===== src/rtl/gcd_job_feeder.sv =====
`default_nettype none
// ============================================================================
// Module  : gcd_job_feeder
// Brief   : Operand FIFO feeding a GCD core one job at a time, with a
//           watchdog and a valid/ready result register.
//           Optional macro GCD_FEED_LAT_EN adds the out_lat latency port.
// Rev     : 1.0  initial release
// ============================================================================
module gcd_job_feeder #(
  parameter int DEPTH       = 4,
  parameter int TIMEOUT_CYC = 64
) (
  input  logic        clk,
  input  logic        rst,
  input  logic        in_valid,
  output logic        in_ready,
  input  logic [7:0]  in_a,
  input  logic [7:0]  in_b,
  output logic        gcd_start,
  output logic [7:0]  gcd_a,
  output logic [7:0]  gcd_b,
  input  logic        gcd_done,
  input  logic [7:0]  gcd_y,
  input  logic        gcd_error,
  output logic        out_valid,
  input  logic        out_ready,
  output logic [7:0]  out_y,
  output logic        out_error,
  output logic        out_timeout,
  output logic        busy
`ifdef GCD_FEED_LAT_EN
  ,
  output logic [15:0] out_lat
`endif
);

  localparam int c_PTR_W = $clog2(DEPTH);
  localparam int c_WD_W  = $clog2(TIMEOUT_CYC) + 1;
  localparam logic [c_PTR_W:0]  c_DEPTH   = (c_PTR_W + 1)'(DEPTH);
  localparam logic [c_WD_W-1:0] c_WD_LAST = c_WD_W'(TIMEOUT_CYC - 1);

  typedef enum logic [1:0] {
    ST_IDLE  = 2'd0,
    ST_ISSUE = 2'd1,
    ST_WAIT  = 2'd2
  } state_t;

  state_t r_state;
  state_t w_state_nxt;

  logic [15:0]        r_mem [DEPTH];
  logic [c_PTR_W-1:0] r_wr_ptr;
  logic [c_PTR_W-1:0] r_rd_ptr;
  logic [c_PTR_W:0]   r_count;

  logic [7:0]         r_gcd_a;
  logic [7:0]         r_gcd_b;
  logic [c_WD_W-1:0]  r_wd;
  logic               r_out_valid;
  logic [7:0]         r_out_y;
  logic               r_out_error;
  logic               r_out_timeout;

  logic w_push;
  logic w_pop;
  logic w_start;
  logic w_done_take;
  logic w_timeout_take;

  // Full is judged on the registered count only, so a pop never frees a slot
  // for a push in the same cycle.
  assign in_ready = (r_count < c_DEPTH);
  assign w_push   = in_valid && in_ready;

  always_ff @(posedge clk) begin
    if (w_push) begin
      r_mem[r_wr_ptr] <= {in_a, in_b};
    end
  end

  always_ff @(posedge clk) begin
    if (rst) begin
      r_wr_ptr <= '0;
      r_rd_ptr <= '0;
      r_count  <= '0;
    end else begin
      if (w_push) begin
        r_wr_ptr <= r_wr_ptr + c_PTR_W'(1);
      end
      if (w_pop) begin
        r_rd_ptr <= r_rd_ptr + c_PTR_W'(1);
      end
      case ({w_push, w_pop})
        2'b10:   r_count <= r_count + (c_PTR_W + 1)'(1);
        2'b01:   r_count <= r_count - (c_PTR_W + 1)'(1);
        default: r_count <= r_count;
      endcase
    end
  end

  always_ff @(posedge clk) begin
    if (rst) begin
      r_state <= ST_IDLE;
    end else begin
      r_state <= w_state_nxt;
    end
  end

  always_comb begin
    w_state_nxt    = r_state;
    w_pop          = 1'b0;
    w_start        = 1'b0;
    w_done_take    = 1'b0;
    w_timeout_take = 1'b0;
    case (r_state)
      ST_IDLE: begin
        if ((r_count != '0) && !r_out_valid) begin
          w_pop       = 1'b1;
          w_state_nxt = ST_ISSUE;
        end
      end
      ST_ISSUE: begin
        w_start     = 1'b1;
        w_state_nxt = ST_WAIT;
      end
      ST_WAIT: begin
        if (gcd_done) begin
          w_done_take = 1'b1;
          w_state_nxt = ST_IDLE;
        end else if (r_wd == c_WD_LAST) begin
          w_timeout_take = 1'b1;
          w_state_nxt    = ST_IDLE;
        end
      end
      default: w_state_nxt = ST_IDLE;
    endcase
  end

  // Watchdog holds the number of cycles elapsed since the START cycle, so the
  // abort lands TIMEOUT_CYC cycles after START.
  always_ff @(posedge clk) begin
    if (rst) begin
      r_gcd_a       <= '0;
      r_gcd_b       <= '0;
      r_wd          <= '0;
      r_out_valid   <= 1'b0;
      r_out_y       <= '0;
      r_out_error   <= 1'b0;
      r_out_timeout <= 1'b0;
    end else begin
      if (w_pop) begin
        {r_gcd_a, r_gcd_b} <= r_mem[r_rd_ptr];
        r_wd               <= '0;
      end else if (r_state != ST_IDLE) begin
        r_wd <= r_wd + c_WD_W'(1);
      end

      if (w_done_take) begin
        r_out_valid   <= 1'b1;
        r_out_y       <= gcd_y;
        r_out_error   <= gcd_error;
        r_out_timeout <= 1'b0;
      end else if (w_timeout_take) begin
        r_out_valid   <= 1'b1;
        r_out_y       <= '0;
        r_out_error   <= 1'b1;
        r_out_timeout <= 1'b1;
      end else if (r_out_valid && out_ready) begin
        r_out_valid <= 1'b0;
      end
    end
  end

`ifdef GCD_FEED_LAT_EN
  logic [15:0] r_lat_cnt;
  logic [15:0] r_out_lat;

  // Counts the START cycle as 1, so the value seen in the DONE cycle is the
  // inclusive START..DONE span.
  always_ff @(posedge clk) begin
    if (rst) begin
      r_lat_cnt <= '0;
      r_out_lat <= '0;
    end else begin
      if (w_pop) begin
        r_lat_cnt <= 16'd1;
      end else if ((r_state != ST_IDLE) && (r_lat_cnt != 16'hFFFF)) begin
        r_lat_cnt <= r_lat_cnt + 16'd1;
      end
      if (w_done_take || w_timeout_take) begin
        r_out_lat <= r_lat_cnt;
      end
    end
  end

  assign out_lat = r_out_lat;
`endif

  assign gcd_start   = w_start;
  assign gcd_a       = r_gcd_a;
  assign gcd_b       = r_gcd_b;
  assign out_valid   = r_out_valid;
  assign out_y       = r_out_y;
  assign out_error   = r_out_error;
  assign out_timeout = r_out_timeout;
  assign busy        = (r_count != '0) || (r_state != ST_IDLE) || r_out_valid;

endmodule

`default_nettype wire

===== config.mk =====
export PLATFORM = sky130hd
export DESIGN_NAME = gcd_job_feeder
export DESIGN_NICKNAME = d
export VERILOG_FILES = /design/src/rtl/gcd_job_feeder.sv
export SDC_FILE = /design/constraint.sdc
export NUM_CORES = 1
export LEC_CHECK = 0
export BUFFER_PORTS_ARGS = -buffer_cell sky130_fd_sc_hd__clkbuf_2
export CAP_MARGIN = 20
export CORE_UTILIZATION = 30
export CTS_BUF_LIST = sky130_fd_sc_hd__clkbuf_8
export DETAILED_ROUTE_END_ITERATION = 16
export SETUP_SLACK_MARGIN = 0.5
export SYNTH_ARGS = -nofsm -noshare
export SYNTH_HDL_FRONTEND = slang
export SYNTH_SLANG_ARGS = --single-unit

===== constraint.sdc =====
create_clock -name clk -period 3.9 [get_ports clk]
set_clock_uncertainty 0.2 [all_clocks]
set_input_delay 0.39 -clock clk [delete_from_list [all_inputs] [get_ports clk]]
set_output_delay 0.39 -clock clk [all_outputs]
set_load 0.02 [all_outputs]

Word level (Yosys, flattened, before mapping)
Memory sizes are Yosys's and may differ from the RTL's. A register that Yosys moved wholly into a read port is not among the register bits.
Cells that the tools add are included.

word-level totals
  register bits = 27
  RAM bits = 64
  bits of input ports = 30
  output and inout bits = 30
  logic and storage cells = 60
  memories kept = 1

cells by class
  add/sub/neg operators = 5
  magnitude comparators = 1
  equal/unequal tests = 7
  multiplexer cells = 22
  reductions and logical operators = 15

memories
  name   words  bits a word  rd ports  clocked after memory_dff  write ports  line  source
  r_mem  4      16           1         1                         1            51    logic [15:0] r_mem [DEPTH];

operators by type and width
  operator               count
  $mux W8                2
  $mux W1                15
  $add A7 B1 Y7 const B  1
  $eq A7 B6 Y1 const B   1
  $mux W2                3
  $pmux W2 S3            1
  $pmux W3 S2            1
  $reduce_bool A2 Y1     3
  $reduce_bool A3 Y1     2
  $add A2 B1 Y2 const B  2
  $eq A2 B1 Y1 const B   2
  $eq A2 B2 Y1 const B   2
  $reduce_or A2 Y1       2
  $add A3 B1 Y3 const B  1
  $logic_and A1 B1 Y1    3
  $lt A3 B3 Y1 const B   1
  $ne A3 B3 Y1 const B   1
  $sub A3 B1 Y3 const B  1
  $logic_not A2 Y1       1
  $logic_or A1 B1 Y1     2
  $ne A2 B2 Y1 const B   1
  $reduce_and A2 Y1      1
  $logic_not A1 Y1       1

Longest topological paths before layout
  word-level depth = 6
  gate-level depth with buffers = 9
  depth with buffers taken out = 8

Worst setup path before layout
OpenSTA, ideal clock, no wires.

  kind = register -> register
  start = register r_out_valid (netlist: out_valid)
  end = register r_count[2]
  library setup time = 0.070 ns
  data arrival time = 2.229 ns
  data required time = 3.630 ns
  setup slack = 1.400 ns
  cell stages (with the launch flop) = 10
  path buffers = 1
  period minus slack after synthesis = 2.500 ns
  cell sequence = dfxtp_1 -> or3_1 -> buf_2 -> nor2_1 -> ha_1 -> inv_1 -> fa_1 -> xor2_1 -> or3_1 -> a21oi_1

between the ends
  longest elaborated chain between the ends = 6
  elaborated cells on any way between the ends = 8
  classes of those cells = eq/ne: 2; mux: 3; reduce/logical: 3

ends and longest elaborated chain
  what                                                      line  source
  start, declared                                           59    logic r_out_valid;
  start signal, assigned                                    146   r_out_valid <= 1'b0;
  start signal, assigned                                    159   r_out_valid <= 1'b1;
  start signal, assigned                                    164   r_out_valid <= 1'b1;
  $logic_not A1 Y1 (*)                                      117   if ((r_count != '0) && !r_out_valid) begin
  $logic_and A1 B1 Y1 (*)                                   117
  $mux W1 (*)                                               117
  $mux W1 (*)                                               115   case (r_state)
  named net w_pop                                           65    logic w_pop;
  $eq A2 B1 Y1 / $eq A2 B2 Y1 (equally long branches)       93    case ({w_push, w_pop})
  $pmux W3 S2 / $reduce_bool A2 Y1 (equally long branches)  n/a
  end signal, assigned                                      94    2'b10: r_count <= r_count + (c_PTR_W + 1)'(1);
  end signal, assigned                                      95    2'b01: r_count <= r_count - (c_PTR_W + 1)'(1);
  end signal, assigned                                      96    default: r_count <= r_count;
  end, declared                                             54    logic [c_PTR_W:0] r_count;

Mark *: on every way through the listed nets, which the timed path passes. The rest lies on a longest branch.
A chain may end at the register's enable or synchronous reset.

Final worst setup path
  start = register r_state[0]
  end = register r_count[2]

between the ends
  longest elaborated chain between the ends = 4
  elaborated cells on any way between the ends = 6
  classes of those cells = eq/ne: 2; mux: 2; reduce/logical: 2

ends and longest elaborated chain
  what                                                      line  source
  start, declared                                           48    state_t r_state;
  start signal, assigned                                    105   r_state <= w_state_nxt;
  $logic_not A2 Y1 (*)                                      115
  $mux W1 (*)                                               115
  named net w_pop                                           65
  $eq A2 B1 Y1 / $eq A2 B2 Y1 (equally long branches)       93
  $pmux W3 S2 / $reduce_bool A2 Y1 (equally long branches)  n/a

Marks and branches as above.

==> metrics.txt <==
# TYPE chip_impl_metric gauge
chip_impl_metric{name="timing.slew.headroom",unit="%"} 39.35
chip_impl_metric{name="row_count",unit=""} 43
chip_impl_metric{name="finalHoldViolCount",unit=""} 0
chip_impl_metric{name="timing.setup.tns",unit="ps"} 0
chip_impl_info{name="cts_root_buf",value="sky130_fd_sc_hd__clkbuf_8"} 1
chip_impl_metric{name="mappedNetlistNets",unit=""} 344
chip_impl_metric{name="seq_power_share",unit="%"} 48.3
chip_impl_metric{name="die_h",unit="um"} 120.9
chip_impl_metric{name="clock_latency",unit="ps"} 370
chip_impl_metric{name="numCtsBuffers",unit=""} 9
chip_impl_metric{name="worst_hold_slack",unit="ps"} 41.53
chip_impl_info{name="netlist_top_cells_area",value="sky130_fd_sc_hd__edfxtp_1 (45%), sky130_fd_sc_hd__dfxtp_1 (20%), sky130_fd_sc_hd__mux4_2 (8.5%)"} 1
chip_impl_metric{name="period_share",unit="%"} 74.05
chip_impl_metric{name="insertedDiodeCount",unit=""} 0
chip_impl_metric{name="p_int",unit="mW"} 2.053
chip_impl_info{name="grt_setup_unrepaired",value="false"} 1
chip_impl_metric{name="pwr-share-clk",unit="%"} 19.6
chip_impl_metric{name="floorplan.die_area",unit="um^2"} 14620
chip_impl_metric{name="pin_count_of_the_biggest_net_entering_global_routing",unit=""} 37
chip_impl_metric{name="ctsResizeCount",unit=""} 0
chip_impl_metric{name="synthesis.area",unit="um^2"} 4242
chip_impl_metric{name="layout.nets",unit=""} 395
chip_impl_metric{name="timing.critical_path.arrival",unit="ps"} 2970
chip_impl_info{name="clock_tree_from_tritoncts",value="built"} 1
chip_impl_info{name="cp-startpoint",value="r_state[0]"} 1
chip_impl_metric{name="final_core_util",unit="%"} 34.97
chip_impl_metric{name="max_freq",unit="GHz"} 0.3463
chip_impl_metric{name="synth-edff-count",unit=""} 64
chip_impl_info{name="synth_top_cell_by_area",value="sky130_fd_sc_hd__edfxtp_1"} 1
chip_impl_metric{name="final_period_minus_worst_setup_slack",unit="ps"} 2888
chip_impl_info{name="worst_setup_path_end_kind",value="register"} 1
chip_impl_metric{name="yosys_register_bits",unit=""} 107
chip_impl_metric{name="final_design_area_no_fill",unit="um^2"} 4836
chip_impl_metric{name="grt_first_pass_wirelength",unit="mm"} 13.30
chip_impl_info{name="crit_start_category",value="register"} 1
chip_impl_metric{name="clk_pin_slew_worst_paths",unit="ps"} 100
chip_impl_metric{name="detailedRoute.firstIterationViolations",unit=""} 154
chip_impl_metric{name="asyncSetResetFlopFracSynth",unit="%"} 0
chip_impl_metric{name="dr.pass1.iters",unit=""} 6
chip_impl_metric{name="vias",unit=""} 2571
chip_impl_metric{name="yosys_warnings",unit=""} 0
chip_impl_metric{name="floorplan.io_pins",unit=""} 60
chip_impl_metric{name="drive_gt1_share",unit="%"} 26.45
chip_impl_metric{name="holdBufCountCts",unit=""} 0
chip_impl_metric{name="avgViaCountPerCell",unit=""} 4.735
chip_impl_metric{name="vias_in_the_first_global_route",unit=""} 2562
chip_impl_metric{name="finalMaxSlewViolations",unit=""} 0
chip_impl_metric{name="hpwlAfterDp",unit="mm"} 5.511
chip_impl_metric{name="route.final.wire_length",unit="mm"} 8.358
chip_impl_metric{name="stdcell_count",unit=""} 543
chip_impl_metric{name="setup_viol_count_final",unit=""} 0
chip_impl_metric{name="postCtsSetupRepairBufs",unit=""} 0
chip_impl_metric{name="area_growth_syn_to_layout",unit="%"} 14.01
chip_impl_metric{name="report.power.total",unit="mW"} 3.190
chip_impl_metric{name="floorplan.core_area",unit="um^2"} 13830
chip_impl_metric{name="portBuffers",unit=""} 59
chip_impl_metric{name="drc",unit=""} 0
chip_impl_metric{name="clock_path_buffers",unit=""} 2
chip_impl_metric{name="rrSetupSlack",unit="ps"} 1010
chip_impl_metric{name="power.switching",unit="mW"} 1.136
chip_impl_metric{name="tightest_slew",unit="ps"} 908.6
chip_impl_metric{name="worst_setup_slack_before_clock_tree_synthesis",unit="ps"} 1028
chip_impl_metric{name="postSynthAreaPerCell",unit="um^2"} 13.82
chip_impl_metric{name="p_per_area",unit="nW/um^2"} 659.6
chip_impl_metric{name="max_cap_violations",unit=""} 0
chip_impl_info{name="worstHoldStart",value="in_a[4]"} 1
chip_impl_info{name="critical_path_class",value="reg2reg"} 1
chip_impl_info{name="top_library_cells_by_usage_in_the_layout_fill_and_taps_aside",value="sky130_fd_sc_hd__edfxtp_1 (64), sky130_fd_sc_hd__clkbuf_2 (59), sky130_fd_sc_hd__dfxtp_1 (43)"} 1
chip_impl_metric{name="initial_core_util",unit="%"} 30.68
chip_impl_info{name="regToRegStartpoint",value="r_state[0]"} 1
chip_impl_metric{name="cts_sinks",unit=""} 107
chip_impl_metric{name="synth_largest_type_area_fraction",unit="%"} 45.31
chip_impl_metric{name="post_dp_cell_area",unit="um^2"} 4657
chip_impl_metric{name="cell_count_post_placement",unit=""} 527
chip_impl_info{name="yosys_most_used_dff",value="sky130_fd_sc_hd__edfxtp_1"} 1
chip_impl_metric{name="post-route-worst-setup-slack",unit="ps"} 1012
chip_impl_info{name="layout.cells.most_common",value="sky130_fd_sc_hd__edfxtp_1"} 1
chip_impl_metric{name="fillCellCount",unit=""} 1348
chip_impl_metric{name="ir_drop",unit="V"} 0.0002776
chip_impl_metric{name="cellLeakagePower",unit="nW"} 1.669
chip_impl_metric{name="dieWidth",unit="um"} 120.9
chip_impl_info{name="hold_path.class",value="in2reg"} 1
chip_impl_metric{name="grt.total_usage",unit="%"} 12.15
chip_impl_metric{name="grt-ovfl-total",unit=""} 0
chip_impl_metric{name="final_antenna_net_count",unit=""} 0
chip_impl_info{name="outcome",value="completed"} 1
chip_impl_metric{name="grt_antenna_before_repair",unit=""} 0
chip_impl_metric{name="power.switching_fraction",unit="%"} 35.63
chip_impl_metric{name="combinationalPowerShare",unit="%"} 32.1
chip_impl_metric{name="syn_inst",unit=""} 307
chip_impl_metric{name="critPathMaxFanout",unit=""} 21
chip_impl_metric{name="number_of_different_library_cells_in_the_post_synthesis_netlist",unit=""} 40
chip_impl_metric{name="htree_num_levels",unit=""} 3
chip_impl_metric{name="yosysSeqAreaShare",unit="%"} 65.60
chip_impl_metric{name="routed_wl_per_cell",unit="um"} 15.39
chip_impl_metric{name="worstPathRequired",unit="ps"} 3990
chip_impl_metric{name="place.gp.congestion",unit=""} 0.7124
cell families (layout without fill, tap and decap cells):
group / Yosys count / count (layout) / synth area share [%]
AND/OR/NAND/NOR: 63 / 63 / 7.847
buffers and inverters: 33 / 89 / 3.982
AO/OA/AOI/OAI: 74 / 74 / 10.35
adder cells (fa/ha/maj): 7 / 7 / 2.242
XOR/XNOR: 6 / 6 / 1.239
multiplexers: 17 / 17 / 8.732
flip-flops: 107 / 107 / 65.60
final cells by class:
| type | instances | area [um^2] | share of cell area (%) |
|---|---|---|---|
| Sequential cell | 107 | 2783 | 57.54 |
| Multi-Input combinational cell | 167 | 1290 | 26.68 |
| Timing Repair Buffer | 62 | 317.8 | 6.572 |
| Tap cell | 180 | 225.2 | 4.657 |
| Clock buffer | 10 | 137.6 | 2.846 |
| Clock inverter | 6 | 41.29 | 0.8538 |
| Inverter | 11 | 41.29 | 0.8538 |
worst max-delay path: stages (launching register included):
cell                      delay (ps)
sky130_fd_sc_hd__dfxtp_1         420
sky130_fd_sc_hd__or3_1           670
sky130_fd_sc_hd__nor2_1          240
sky130_fd_sc_hd__ha_1            210
sky130_fd_sc_hd__inv_1            60
sky130_fd_sc_hd__fa_1            380
sky130_fd_sc_hd__xor2_1          170
sky130_fd_sc_hd__or3_1           310
sky130_fd_sc_hd__a21oi_1         140
synthesized netlist by cell type, types with 2 or more instances:
cell type and instances:
sky130_fd_sc_hd__ha_1 6, sky130_fd_sc_hd__buf_6 3, sky130_fd_sc_hd__mux4_2 16, sky130_fd_sc_hd__xor2_1 5, sky130_fd_sc_hd__a21oi_1 33, sky130_fd_sc_hd__nor3_1 2, sky130_fd_sc_hd__and2_1 4, sky130_fd_sc_hd__nand2_1 12
sky130_fd_sc_hd__clkbuf_1 6, sky130_fd_sc_hd__nor2_1 11, sky130_fd_sc_hd__edfxtp_1 64, sky130_fd_sc_hd__a311oi_1 8, sky130_fd_sc_hd__o21ai_0 23, sky130_fd_sc_hd__buf_2 9, sky130_fd_sc_hd__inv_1 11, sky130_fd_sc_hd__or3_1 7
sky130_fd_sc_hd__buf_4 3, sky130_fd_sc_hd__nor2b_1 4, sky130_fd_sc_hd__dfxtp_1 43, sky130_fd_sc_hd__nand3_1 17
per-layer routing:
| layer | GRT usage (%) | part of all wire (%) | up-vias | wire (um) |
|---|---|---|---|---|
| li1 | - | - | 1253 | - |
| met1 | 14.60 | 45 | 1251 | 3742 |
| met2 | 20.61 | 49 | 56 | 4130 |
| met3 | 3.477 | 4.0 | 11 | 333 |
| met4 | 4.475 | 1.8 | 0 | 152 |
| met5 | 0 | 0 | - | 0 |
power groups by stage:
stage                     registers, mW  clock network [mW]  logic (mW)
after floorplan                    1.59                   0       0.724
after global placement             1.56                   0        1.02
after detailed placement           1.57                   0        1.04
after CTS                          1.55               0.643        1.04
after global routing               1.56               0.688        1.14
final                              1.54               0.624        1.02
flip-flops by register name (all words and copies together) (netlist names), 2 cells and up:
| register | flops |
|---|---|
| r_rd_ptr | 2 |
| r_wd | 7 |
| r_mem | 64 |
| r_state | 2 |
| r_count | 3 |
| gcd_a | 8 |
| r_wr_ptr | 2 |
| gcd_b | 8 |
| out_y | 8 |
final timing paths:
check,endpoint,cells past startpoint
setup / recovery,r_count[2],8
hold / removal,r_mem[0][12],1
setup reg to reg,r_count[2],8
hold reg to reg,out_error,2
No activity file was read; power rests on OpenSTA's default activity.
